===== src/rtl/lovers_bec_loader_if.sv =====
// Control-bus bundle between the BEC controller (master) and the loader (slave).
// Carries the operand-load handshake, the key-bit fetch pair and the result return.
interface lovers_bec_loader_if #(
   parameter int unsigned M = 163
);
   logic         enable;
   logic         load_data;
   logic [2:0]   load_status;
   logic [M-1:0] data_in;
   logic         ki;
   logic         trigLoad;
   logic         next_key;
   logic [3:0]   becStatus;
   logic [M-1:0] data_out;
   logic         done;

   modport master (
      output enable, load_data, load_status, data_in, ki,
      input  trigLoad, next_key, becStatus, data_out, done
   );

   modport slave (
      input  enable, load_data, load_status, data_in, ki,
      output trigLoad, next_key, becStatus, data_out, done
   );
endinterface


===== src/rtl/lovers_bec_loader.sv =====
// BEC core control-bus responder: loads operands, fetches key bits one at a time
// for the ladder datapath and returns the datapath result with done.
module lovers_bec_loader #(
   parameter int unsigned M        = 163,
   parameter int unsigned KEY_BITS = 163
) (
   input  logic                 clk,
   input  logic                 rst,
   lovers_bec_loader_if.slave   bus,
   output logic [M-1:0]         xp_o,
   output logic [M-1:0]         yp_o,
   output logic [M-1:0]         w_o,
   output logic [M-1:0]         d_o,
   output logic                 key_bit_o,
   output logic                 key_valid_o,
   input  logic                 step_ready_i,
   input  logic                 dp_done_i,
   input  logic [M-1:0]         result_i
);
   localparam logic [7:0] KeyBitsCnt = 8'(KEY_BITS);

   typedef enum logic [2:0] {StIdle, StReq, StWaitKi, StStep, StDrain, StFinish} state_e;

   state_e       state_q, state_d;
   logic [M-1:0] xp_q, xp_d, yp_q, yp_d, w_q, w_d, d_q, d_d;
   logic [M-1:0] dout_q, dout_d;
   logic [3:0]   loaded_q, loaded_d;
   logic [7:0]   cnt_q, cnt_d;
   logic         key_bit_q, key_bit_d;
   logic         trig_q, trig_d;
   logic [3:0]   err_q, err_d;     // sticky abort/invalid-load code, 0 when none
   logic [3:0]   status_q, status_d;

   always_comb begin
      state_d   = state_q;
      xp_d      = xp_q;
      yp_d      = yp_q;
      w_d       = w_q;
      d_d       = d_q;
      dout_d    = dout_q;
      loaded_d  = loaded_q;
      cnt_d     = cnt_q;
      key_bit_d = key_bit_q;
      err_d     = err_q;
      trig_d    = 1'b0;

      unique case (state_q)
         StIdle: begin
            if (bus.load_data) begin
               trig_d = 1'b1;
               err_d  = 4'h0;
               case (bus.load_status)
                  3'd0:    begin xp_d = bus.data_in; loaded_d[0] = 1'b1; end
                  3'd1:    begin yp_d = bus.data_in; loaded_d[1] = 1'b1; end
                  3'd2:    begin w_d  = bus.data_in; loaded_d[2] = 1'b1; end
                  3'd3:    begin d_d  = bus.data_in; loaded_d[3] = 1'b1; end
                  default: err_d = 4'hF;
               endcase
            end
            if (bus.enable && loaded_q == 4'b1111) begin
               state_d = StReq;
               err_d   = 4'h0;
            end
         end
         StReq:    state_d = StWaitKi;
         StWaitKi: begin
            key_bit_d = bus.ki;
            state_d   = StStep;
         end
         StStep: begin
            if (step_ready_i) begin
               cnt_d   = cnt_q + 8'd1;
               state_d = (cnt_d == KeyBitsCnt) ? StDrain : StReq;
            end
         end
         StDrain: begin
            if (dp_done_i) begin
               dout_d  = result_i;
               state_d = StFinish;
            end
         end
         StFinish: begin
            if (!bus.enable) begin
               loaded_d = 4'b0000;
               cnt_d    = 8'd0;
               state_d  = StIdle;
            end
         end
         default: state_d = StIdle;
      endcase

      // Abort beats any progress computed above for the same cycle.
      if (!bus.enable && state_q inside {StReq, StWaitKi, StStep, StDrain}) begin
         state_d   = StIdle;
         cnt_d     = 8'd0;
         err_d     = 4'hE;
         dout_d    = dout_q;
         key_bit_d = key_bit_q;
      end

      status_d = 4'h0;
      unique case (state_d)
         StIdle: begin
            if (err_d != 4'h0)             status_d = err_d;
            else if (loaded_d == 4'b0000)  status_d = 4'h0;
            else if (loaded_d == 4'b1111)  status_d = 4'h2;
            else                           status_d = 4'h1;
         end
         StReq, StWaitKi, StStep: status_d = 4'h3;
         StDrain:                 status_d = 4'h4;
         StFinish:                status_d = 4'h5;
         default:                 status_d = 4'h0;
      endcase
   end

   always_ff @(posedge clk) begin
      if (rst) begin
         state_q   <= StIdle;
         xp_q      <= '0;
         yp_q      <= '0;
         w_q       <= '0;
         d_q       <= '0;
         dout_q    <= '0;
         loaded_q  <= 4'b0000;
         cnt_q     <= 8'd0;
         key_bit_q <= 1'b0;
         trig_q    <= 1'b0;
         err_q     <= 4'h0;
         status_q  <= 4'h0;
      end else begin
         state_q   <= state_d;
         xp_q      <= xp_d;
         yp_q      <= yp_d;
         w_q       <= w_d;
         d_q       <= d_d;
         dout_q    <= dout_d;
         loaded_q  <= loaded_d;
         cnt_q     <= cnt_d;
         key_bit_q <= key_bit_d;
         trig_q    <= trig_d;
         err_q     <= err_d;
         status_q  <= status_d;
      end
   end

   assign bus.trigLoad  = trig_q;
   assign bus.next_key  = (state_q == StReq);
   assign bus.becStatus = status_q;
   assign bus.data_out  = dout_q;
   assign bus.done      = (state_q == StFinish);
   assign xp_o          = xp_q;
   assign yp_o          = yp_q;
   assign w_o           = w_q;
   assign d_o           = d_q;
   assign key_bit_o     = key_bit_q;
   assign key_valid_o   = (state_q == StStep);
endmodule


===== src/flat_wrapper.sv =====
// flat-port wrapper written by rule: the top's interface ports become plain ports
module lovers_bec_loader_flat 
#(
   parameter int unsigned M        = 163,
   parameter int unsigned KEY_BITS = 163
)
  (clk, rst, xp_o, yp_o, w_o, d_o, key_bit_o, key_valid_o, step_ready_i, dp_done_i, result_i, bus_enable, bus_load_data, bus_load_status, bus_data_in, bus_ki, bus_trigLoad, bus_next_key, bus_becStatus, bus_data_out, bus_done);
  lovers_bec_loader_if #(.M(M)) bus_i ();
  input  logic clk;
  input  logic rst;
  output logic [M-1:0] xp_o;
  output logic [M-1:0] yp_o;
  output logic [M-1:0] w_o;
  output logic [M-1:0] d_o;
  output logic key_bit_o;
  output logic key_valid_o;
  input  logic step_ready_i;
  input  logic dp_done_i;
  input  logic [M-1:0] result_i;
  input wire logic [$bits(bus_i.enable)-1:0] bus_enable;
  input wire logic [$bits(bus_i.load_data)-1:0] bus_load_data;
  input wire logic [$bits(bus_i.load_status)-1:0] bus_load_status;
  input wire logic [$bits(bus_i.data_in)-1:0] bus_data_in;
  input wire logic [$bits(bus_i.ki)-1:0] bus_ki;
  output wire logic [$bits(bus_i.trigLoad)-1:0] bus_trigLoad;
  output wire logic [$bits(bus_i.next_key)-1:0] bus_next_key;
  output wire logic [$bits(bus_i.becStatus)-1:0] bus_becStatus;
  output wire logic [$bits(bus_i.data_out)-1:0] bus_data_out;
  output wire logic [$bits(bus_i.done)-1:0] bus_done;
  assign bus_i.enable = bus_enable;
  assign bus_i.load_data = bus_load_data;
  assign bus_i.load_status = bus_load_status;
  assign bus_i.data_in = bus_data_in;
  assign bus_i.ki = bus_ki;
  assign bus_trigLoad = bus_i.trigLoad;
  assign bus_next_key = bus_i.next_key;
  assign bus_becStatus = bus_i.becStatus;
  assign bus_data_out = bus_i.data_out;
  assign bus_done = bus_i.done;
  lovers_bec_loader #(.M(M), .KEY_BITS(KEY_BITS)) u_core (.clk(clk), .rst(rst), .bus(bus_i), .xp_o(xp_o), .yp_o(yp_o), .w_o(w_o), .d_o(d_o), .key_bit_o(key_bit_o), .key_valid_o(key_valid_o), .step_ready_i(step_ready_i), .dp_done_i(dp_done_i), .result_i(result_i));
endmodule

===== config.mk =====
export PLATFORM = sky130hd
export DESIGN_NAME = lovers_bec_loader_flat
export DESIGN_NICKNAME = d
export VERILOG_FILES = /design/src/rtl/lovers_bec_loader_if.sv /design/src/rtl/lovers_bec_loader.sv /design/src/flat_wrapper.sv
export SDC_FILE = /design/constraint.sdc
export NUM_CORES = 2
export LEC_CHECK = 0
export CELL_PAD_IN_SITES_DETAIL_PLACEMENT = 0
export CELL_PAD_IN_SITES_GLOBAL_PLACEMENT = 1
export CORE_AREA = 5 5 445 447
export CTS_CLUSTER_SIZE = 24
export DETAILED_ROUTE_END_ITERATION = 12
export DIE_AREA = 0 0 450 452
export DONT_BUFFER_PORTS = 1
export PLACE_DENSITY = 0.31
export SLEW_MARGIN = 20
export SYNTH_ARGS = -nofsm -noshare
export SYNTH_HDL_FRONTEND = slang
export SYNTH_SLANG_ARGS = --single-unit

===== constraint.sdc =====
create_clock -name clk -period 2.7 [get_ports clk]
set_clock_uncertainty 0.15 [all_clocks]
set_input_delay 0.135 -clock clk [delete_from_list [all_inputs] [get_ports clk]]
set_output_delay 0.135 -clock clk [all_outputs]
set_load 0.01 [all_outputs]

Word-level counts from Yosys, hierarchy flattened
Cells that the tools add are included.
{ "word_totals": {"output_inout_bits": 824, "ff_bits": 840, "elab_cells": 81, "input_bits": 336} }
{ "op_classes": {"n_mux": 27, "bitwise_logic": 2, "eq_ne": 18, "addsub": 1, "n_reduce_logical": 21} }
{ "op_table": {"columns": ["op", "n"], "rows": [
  ["4-bit 2-to-1 mux", 9],
  ["3-bit by 2-bit == test with 1-bit output (second input constant)", 6],
  ["3-bit 2-to-1 mux", 6],
  ["3-bit case mux with 6 select lines", 1],
  ["3-bit AND reduction", 6],
  ["8-bit 2-to-1 mux", 2],
  ["4-bit case mux with 4 select lines", 1],
  ["8-bit case mux with 2 select lines", 1],
  ["3-bit == test (second input constant)", 4],
  ["3-bit by 1-bit == test with 1-bit output (second input constant)", 3],
  ["3-bit logical NOT", 3],
  ["8-bit by 1-bit adder with 8-bit output (second input constant)", 1],
  ["4-bit == test (second input constant)", 2],
  ["8-bit == test (second input constant)", 1],
  ["4-bit case mux with 2 select lines", 1],
  ["4-bit nonzero test", 2],
  ["1-bit 2-to-1 mux", 5],
  ["4-bit logical NOT", 1],
  ["2-bit OR reduction", 2],
  ["4-bit OR reduction", 1],
  ["3-bit OR reduction", 1],
  ["1-bit logical AND", 2],
  ["2-bit 2-to-1 mux", 1],
  ["2-bit by 1-bit inequality test with 1-bit output (second input constant)", 1],
  ["5 further kinds", 6]
]} }

Logic depth before layout (Yosys ltp)
{ "logic_depth": {"word_depth": 10, "mapped_depth": 9, "mapped_depth_nobuf": 7} }

Least setup slack after synthesis
Ideal clock, no wire load.
{ "synth_timing": {"path_type": "register -> register", "from": "register u_core.cnt_q[1]", "to": "register u_core.status_q[1], in the netlist u_core.bus.becStatus[1]", "stages_incl_launch_ff": 8, "t_arrival_ns": 1.979, "n_path_buf": 1, "setup_slack_ns": 0.452, "t_required_ns": 2.430, "cell_sequence": "dfxtp_1 > ha_1 > clkbuf_1 > nand3_1 > xnor2_1 > a2111oi_0 > a21oi_1 > a211o_1"} }
{ "synth_between": {"elab_chain_len": 9, "word_cells_on_any_way": 14, "cone_classes": "1 x add/sub; 6 x eq/ne; 5 x mux; 2 x reduce/logical"} }
{ "synth_rtl": {"columns": ["element", "line", "text"], "rows": [
  ["start, declared", "lovers_bec_loader.sv:28", "logic [7:0] cnt_q, cnt_d;"],
  ["start signal, assigned", "lovers_bec_loader.sv:138", "cnt_q <= cnt_d;"],
  ["8-bit by 1-bit adder with 8-bit output *", "lovers_bec_loader.sv:72", "cnt_d = cnt_q + 8'd1;"],
  ["8-bit == test *", "lovers_bec_loader.sv:73", "state_d = (cnt_d == KeyBitsCnt) ? StDrain : StReq;"],
  ["3-bit 2-to-1 mux *", "lovers_bec_loader.sv:73", null],
  ["3-bit 2-to-1 mux *", "lovers_bec_loader.sv:71", "if (step_ready_i) begin"],
  ["3-bit case mux with 6 select lines *", "lovers_bec_loader.sv:47", "unique case (state_q)"],
  ["3-bit 2-to-1 mux *", "lovers_bec_loader.sv:93", "if (!bus.enable && state_q inside {StReq, StWaitKi, StStep, StDrain}) begin"],
  ["3-bit by 1-bit == test with 1-bit output or 3-bit by 2-bit == test with 1-bit output (tied branches)", "lovers_bec_loader.sv:102", "unique case (state_d)"],
  ["3-bit OR reduction", "lovers_bec_loader.sv:102", null],
  ["4-bit case mux with 4 select lines *", "lovers_bec_loader.sv:102", null],
  ["end signal, assigned", "lovers_bec_loader.sv:142", "status_q <= status_d;"],
  ["end, declared", "lovers_bec_loader.sv:32", "logic [3:0] status_q, status_d;"]
]} }
Mark *: on every way between the ends. The rest lies on a longest branch, timed or not.
A chain may end at the register's enable or synchronous reset.

Worst setup path in the final report
{ "layout_timing": {"from": "register u_core.state_q[0]", "to": "register u_core.d_q[115], in the netlist u_core.d_o[115]"} }
{ "layout_between": {"elab_chain_len": 2} }
{ "layout_rtl": {"columns": ["element", "line", "text"], "rows": [
  ["start, declared", "lovers_bec_loader.sv:24", "state_e state_q, state_d;"],
  ["start signal, assigned", "lovers_bec_loader.sv:118", "state_q <= StIdle;"],
  ["start signal, assigned", "lovers_bec_loader.sv:131", "state_q <= state_d;"],
  ["3-bit logical NOT", "lovers_bec_loader.sv:47", null],
  ["3-bit AND reduction (no line)", null, null],
  ["end signal, assigned", "lovers_bec_loader.sv:122", "d_q <= '0;"],
  ["end signal, assigned", "lovers_bec_loader.sv:135", "d_q <= d_d;"],
  ["end, declared", "lovers_bec_loader.sv:25", "logic [M-1:0] xp_q, xp_d, yp_q, yp_d, w_q, w_d, d_q, d_d;"]
]} }
No other way between the ends.

==> flow_metrics.env <==
export IMPL_status="finished, final reports clean"
export IMPL_critical_path_top_delay_family="simple AND/OR/NAND/NOR gates"
export IMPL_critical_path_class="reg2reg"
export IMPL_clock_tree_buffer_depth=3
export IMPL_timing_worst_slew_pin_value_ns=0.890
export IMPL_grt_max_degree=831
export IMPL_first_pass_iters=5
export IMPL_syn_inst=3736
export IMPL_htree_num_levels=3
export IMPL_number_of_antenna_violations_at_the_first_check_in_global_routing=19
export IMPL_post_synthesis_share_of_cell_area_spent_on_xor_and_xnor_gates=0.000301
export IMPL_nets=4513
export IMPL_sum_of_overflow_across_all_layers_after_global_routing=0
export IMPL_synth_seq_area_share=0.577
export IMPL_hold_class="in2reg"
export IMPL_timing_max_cap_violations=0
export IMPL_power_per_cell_area_nw_per_um2=712
export IMPL_regArea_um2=16800
export IMPL_synth_adder_area_share=0.000859
export IMPL_grt_first_pass_wirelength_um=227000
export IMPL_finalWorstPathRequiredPeriod_ns=2.58
export IMPL_report_final_hold_viol_count=0
export IMPL_holdWs_ns=0.00847
export IMPL_switching_share=0.258
export IMPL_slew_headroom=0.407
export IMPL_synth_top_cells_by_area="dfxtp_1 (58%), nand2_1 (21%), a21oi_1 (14%)"
export IMPL_final_layout_size_suffix_gt1_frac=0.0641
export IMPL_inst_count_dp=6075
export IMPL_num_rows=162
export IMPL_clock_fmax_mhz=388
export IMPL_tritoncts="done"
export IMPL_finalSetupTns_ns=0
export IMPL_ios=1160
export IMPL_yosys_area_top_type="dfxtp_1"
export IMPL_dieHeight_um=452
export IMPL_port_buffer_count=0
export IMPL_grt_setup_unrepaired="no"
export IMPL_post_layout_nonfiller_instances=6807
export IMPL_timing_final_crit_share=0.955
export IMPL_die_area_um2=203000
export IMPL_worst_path_most_repeated_cell="buf_4"
export IMPL_hp_start="rst"
export IMPL_global_route_usage_total=0.155
export IMPL_cts_clk_slew_worst_paths_ns=0.06
export IMPL_cts_made_buffers=110
export IMPL_startpoint="u_core.state_q[0]"
export IMPL_static_leakage_power_nw=13.2
export IMPL_timing_critical_path_slowest_cell_delay_ns=0.55
export IMPL_synth_yosys_warnings=0
export IMPL_gpl_final_weighted_congestion=0.775
export IMPL_dp_hpwl_um=116000
export IMPL_synth_area_per_cell_um2=7.80
export IMPL_timing_critical_path_to_type="flip-flop"
export IMPL_worstPathMaxFanout=89
export IMPL_slew_viol_final=0
export IMPL_synthesis_area_um2=29100
export IMPL_ys_seq_elements=840
export IMPL_number_of_buffers_and_inverters_on_the_critical_path=3
export IMPL_clk_root_buffer_cell="clkbuf_16"
export IMPL_fillerInstances=21496
export IMPL_finalPower_mw=29.4
export IMPL_detail_route_wl_per_cell_um=24.7
export IMPL_die_width_um=450
export IMPL_synth_area_mux_share=0.000687
export IMPL_synthDistinctLibCells=46
export IMPL_vdd_drop_max_mv=0.474
export IMPL_p_r_area_growth_vs_syn_pct=41.7
export IMPL_core_region_area_um2=194000
export IMPL_route_vias_total=27027
export IMPL_critical_path_startpoint_type="flip-flop"
export IMPL_first_global_vias=25991
export IMPL_synth_top_family_by_area="simple AND/OR/NAND/NOR gates"
export IMPL_setup_violations=0
export IMPL_routed_wl_um=168000
export IMPL_yosysTopAreaCellShare=0.577
export IMPL_internal_power_mw=21.8
export IMPL_synth_simple_area_share=0.229
export IMPL_power_share_clock=0.504
export IMPL_postRouteAntennaNets=0
export IMPL_detail_route_iter0_violations=1360
export IMPL_multi_input_comb_area_um2=11200
export IMPL_seq_power_share=0.442
export IMPL_drcViolationCount=0
export IMPL_mappedNetlistNets=4074
export IMPL_clock_sink_count=840
export IMPL_critPathArrivalTime_ns=3.01
export IMPL_power_switching_mw=7.59
export IMPL_worst_skew_pair_late_latency_ns=0.74
export IMPL_initial_core_util=0.150
export IMPL_via_per_inst=3.97
export IMPL_worstReg2RegStart="u_core.state_q[0]"
export IMPL_worst_path_max_delay_cell="or4b_1"
export IMPL_combinational_power_share=0.055
export IMPL_endpoint_required_time_on_the_critical_path_ns=3.13
export IMPL_synth_compound_gate_area_share=0.152
export IMPL_crit_chain="or4b_1 > buf_4 > nor2_1 > buf_4 > nand3_4 > buf_12 > nand2_1 > a21oi_1"
[worst reg2reg max path, cell delays in order, from the launching register on]
cell     delay, ns
dfxtp_1       0.31
or4b_1        0.55
buf_4         0.20
nor2_1        0.13
buf_4         0.15
nand3_4       0.11
buf_12        0.22
nand2_1       0.53
a21oi_1       0.08
[synthesized netlist by cell type, drive strengths merged]
master	count
a21o	3
clkinv	1
and4	3
nand4	3
nor3	11
buf	74
nor4b	3
a2bb2oi	1
a41oi	2
or2	2
nand3	8
o21ai	15
nor4	2
or4b	2
nand2	1642
inv	4
nand3b	4
nor2	29
and3	2
mux2i	2
o21ba	1
o21a	1
a221o	1
ha	2
and2	4
a2111oi	1
dfxtp	840
nor2b	1
nand4b	2
a31oi	5
a21bo	1
o21bai	4
clkbuf	211
nand2b	5
a211o	2
o32ai	1
xnor2	1
or4	1
o31ai	1
a21oi	833
or3	3
nor3b	2
[per-layer routing]
| metal | routed length, um | part of all wire | GRT usage |
|---|---|---|---|
| met1 | 62700 | 0.37 | 0.167 |
| met2 | 80600 | 0.48 | 0.263 |
| met3 | 17900 | 0.11 | 0.0737 |
| met4 | 7000 | 0.042 | 0.0638 |
| met5 | 27 | 0.00016 | 0 |
[final timing paths]
| kind | to | slack [ns] | depth (start not counted) |
|---|---|---|---|
| worst min register to register | u_core.cnt_q[7] | 0.34 | 1 |
| worst max register to register | u_core.d_o[115] | 0.12 | 8 |
| worst max-delay path | u_core.d_o[115] | 0.12 | 8 |
| worst min-delay path | u_core.bus.data_out[68] | 0.008 | 4 |
[stage by stage]
stage,setup WS (ns),instance area [um^2],utilization
2_1_floorplan,0.452,29100,-
3_5_place_dp,0.0544,32200,0.166
6_report,0.123,41300,0.213
3_3_place_gp,0.0690,32200,0.166
4_1_cts,0.000411,40200,0.207
5_1_grt,0.00173,41300,0.213
[power by group through the flow]
stage | combinational, mW | clock [mW] | sequential, mW
floorplan | 0.571 | 0 | 13.1
global placement | 0.626 | 0 | 13.3
detailed placement | 0.634 | 0 | 13.3
CTS | 1.31 | 15.6 | 13.0
global route | 1.76 | 16.1 | 13.0
finish | 1.60 | 14.8 | 13.0
[kinds of logic (layout without fill, tap and decap cells)]
logic type,after synthesis,in the layout
muxes,2,2
xor gates and xnor gates,1,1
adders and majority gates,2,2
and+or+nand+nor,1729,1729
other,0,6
AOI/OAI and AO/OA,872,872
DFF,840,840
buffers and inverters,290,813
[state kept, by name, indices dropped and copies added (netlist names)]
| register | cells |
|---|---|
| u_core.bus.becStatus | 4 |
| u_core.w_o | 163 |
| u_core.state_q | 3 |
| u_core.cnt_q | 8 |
| u_core.err_q | 4 |
| u_core.xp_o | 163 |
| u_core.yp_o | 163 |
| u_core.bus.trigLoad | 1 |
| u_core.d_o | 163 |
| u_core.key_bit_o | 1 |
| u_core.loaded_q | 4 |
| u_core.bus.data_out | 163 |
[cell usage in the layout (no fill, tap or decap), drive strengths merged, types with 3 or more instances in the layout]
cell	instances
nand3b	4
a21oi	833
buf	92
nand2b	5
clkinv	18
and4	3
o21ai	15
inv	8
a21o	3
nand2	1642
nand3	8
or3	3
bufinv	4
diode	6
nor3	11
o21bai	4
nor2	29
clkbuf	168
dlygate4sd3	518
clkinvlp	4
a31oi	5
nand4	3
and2	4
nor4b	3
dfxtp	840
[timing repair]
action / CTS / global route
setup endpoints to repair: 0 / 291
resized for setup: 0 / 10
hold buffers: 439 / 82
hold endpoints to repair: 840 / 261
buffers inserted: 0 / 3
[area by class of cell]
cell class | instances | share of cell area
Sequential cell | 840 | 0.407
Multi-Input combinational cell | 2606 | 0.272
Timing Repair Buffer | 612 | 0.156
Clock buffer | 167 | 0.0780
Tap cell | 2542 | 0.0770
Clock inverter | 29 | 0.00852
Inverter | 5 | 0.000546
Antenna cell | 6 | 0.000364
Power figures use the tool's default switching activity.
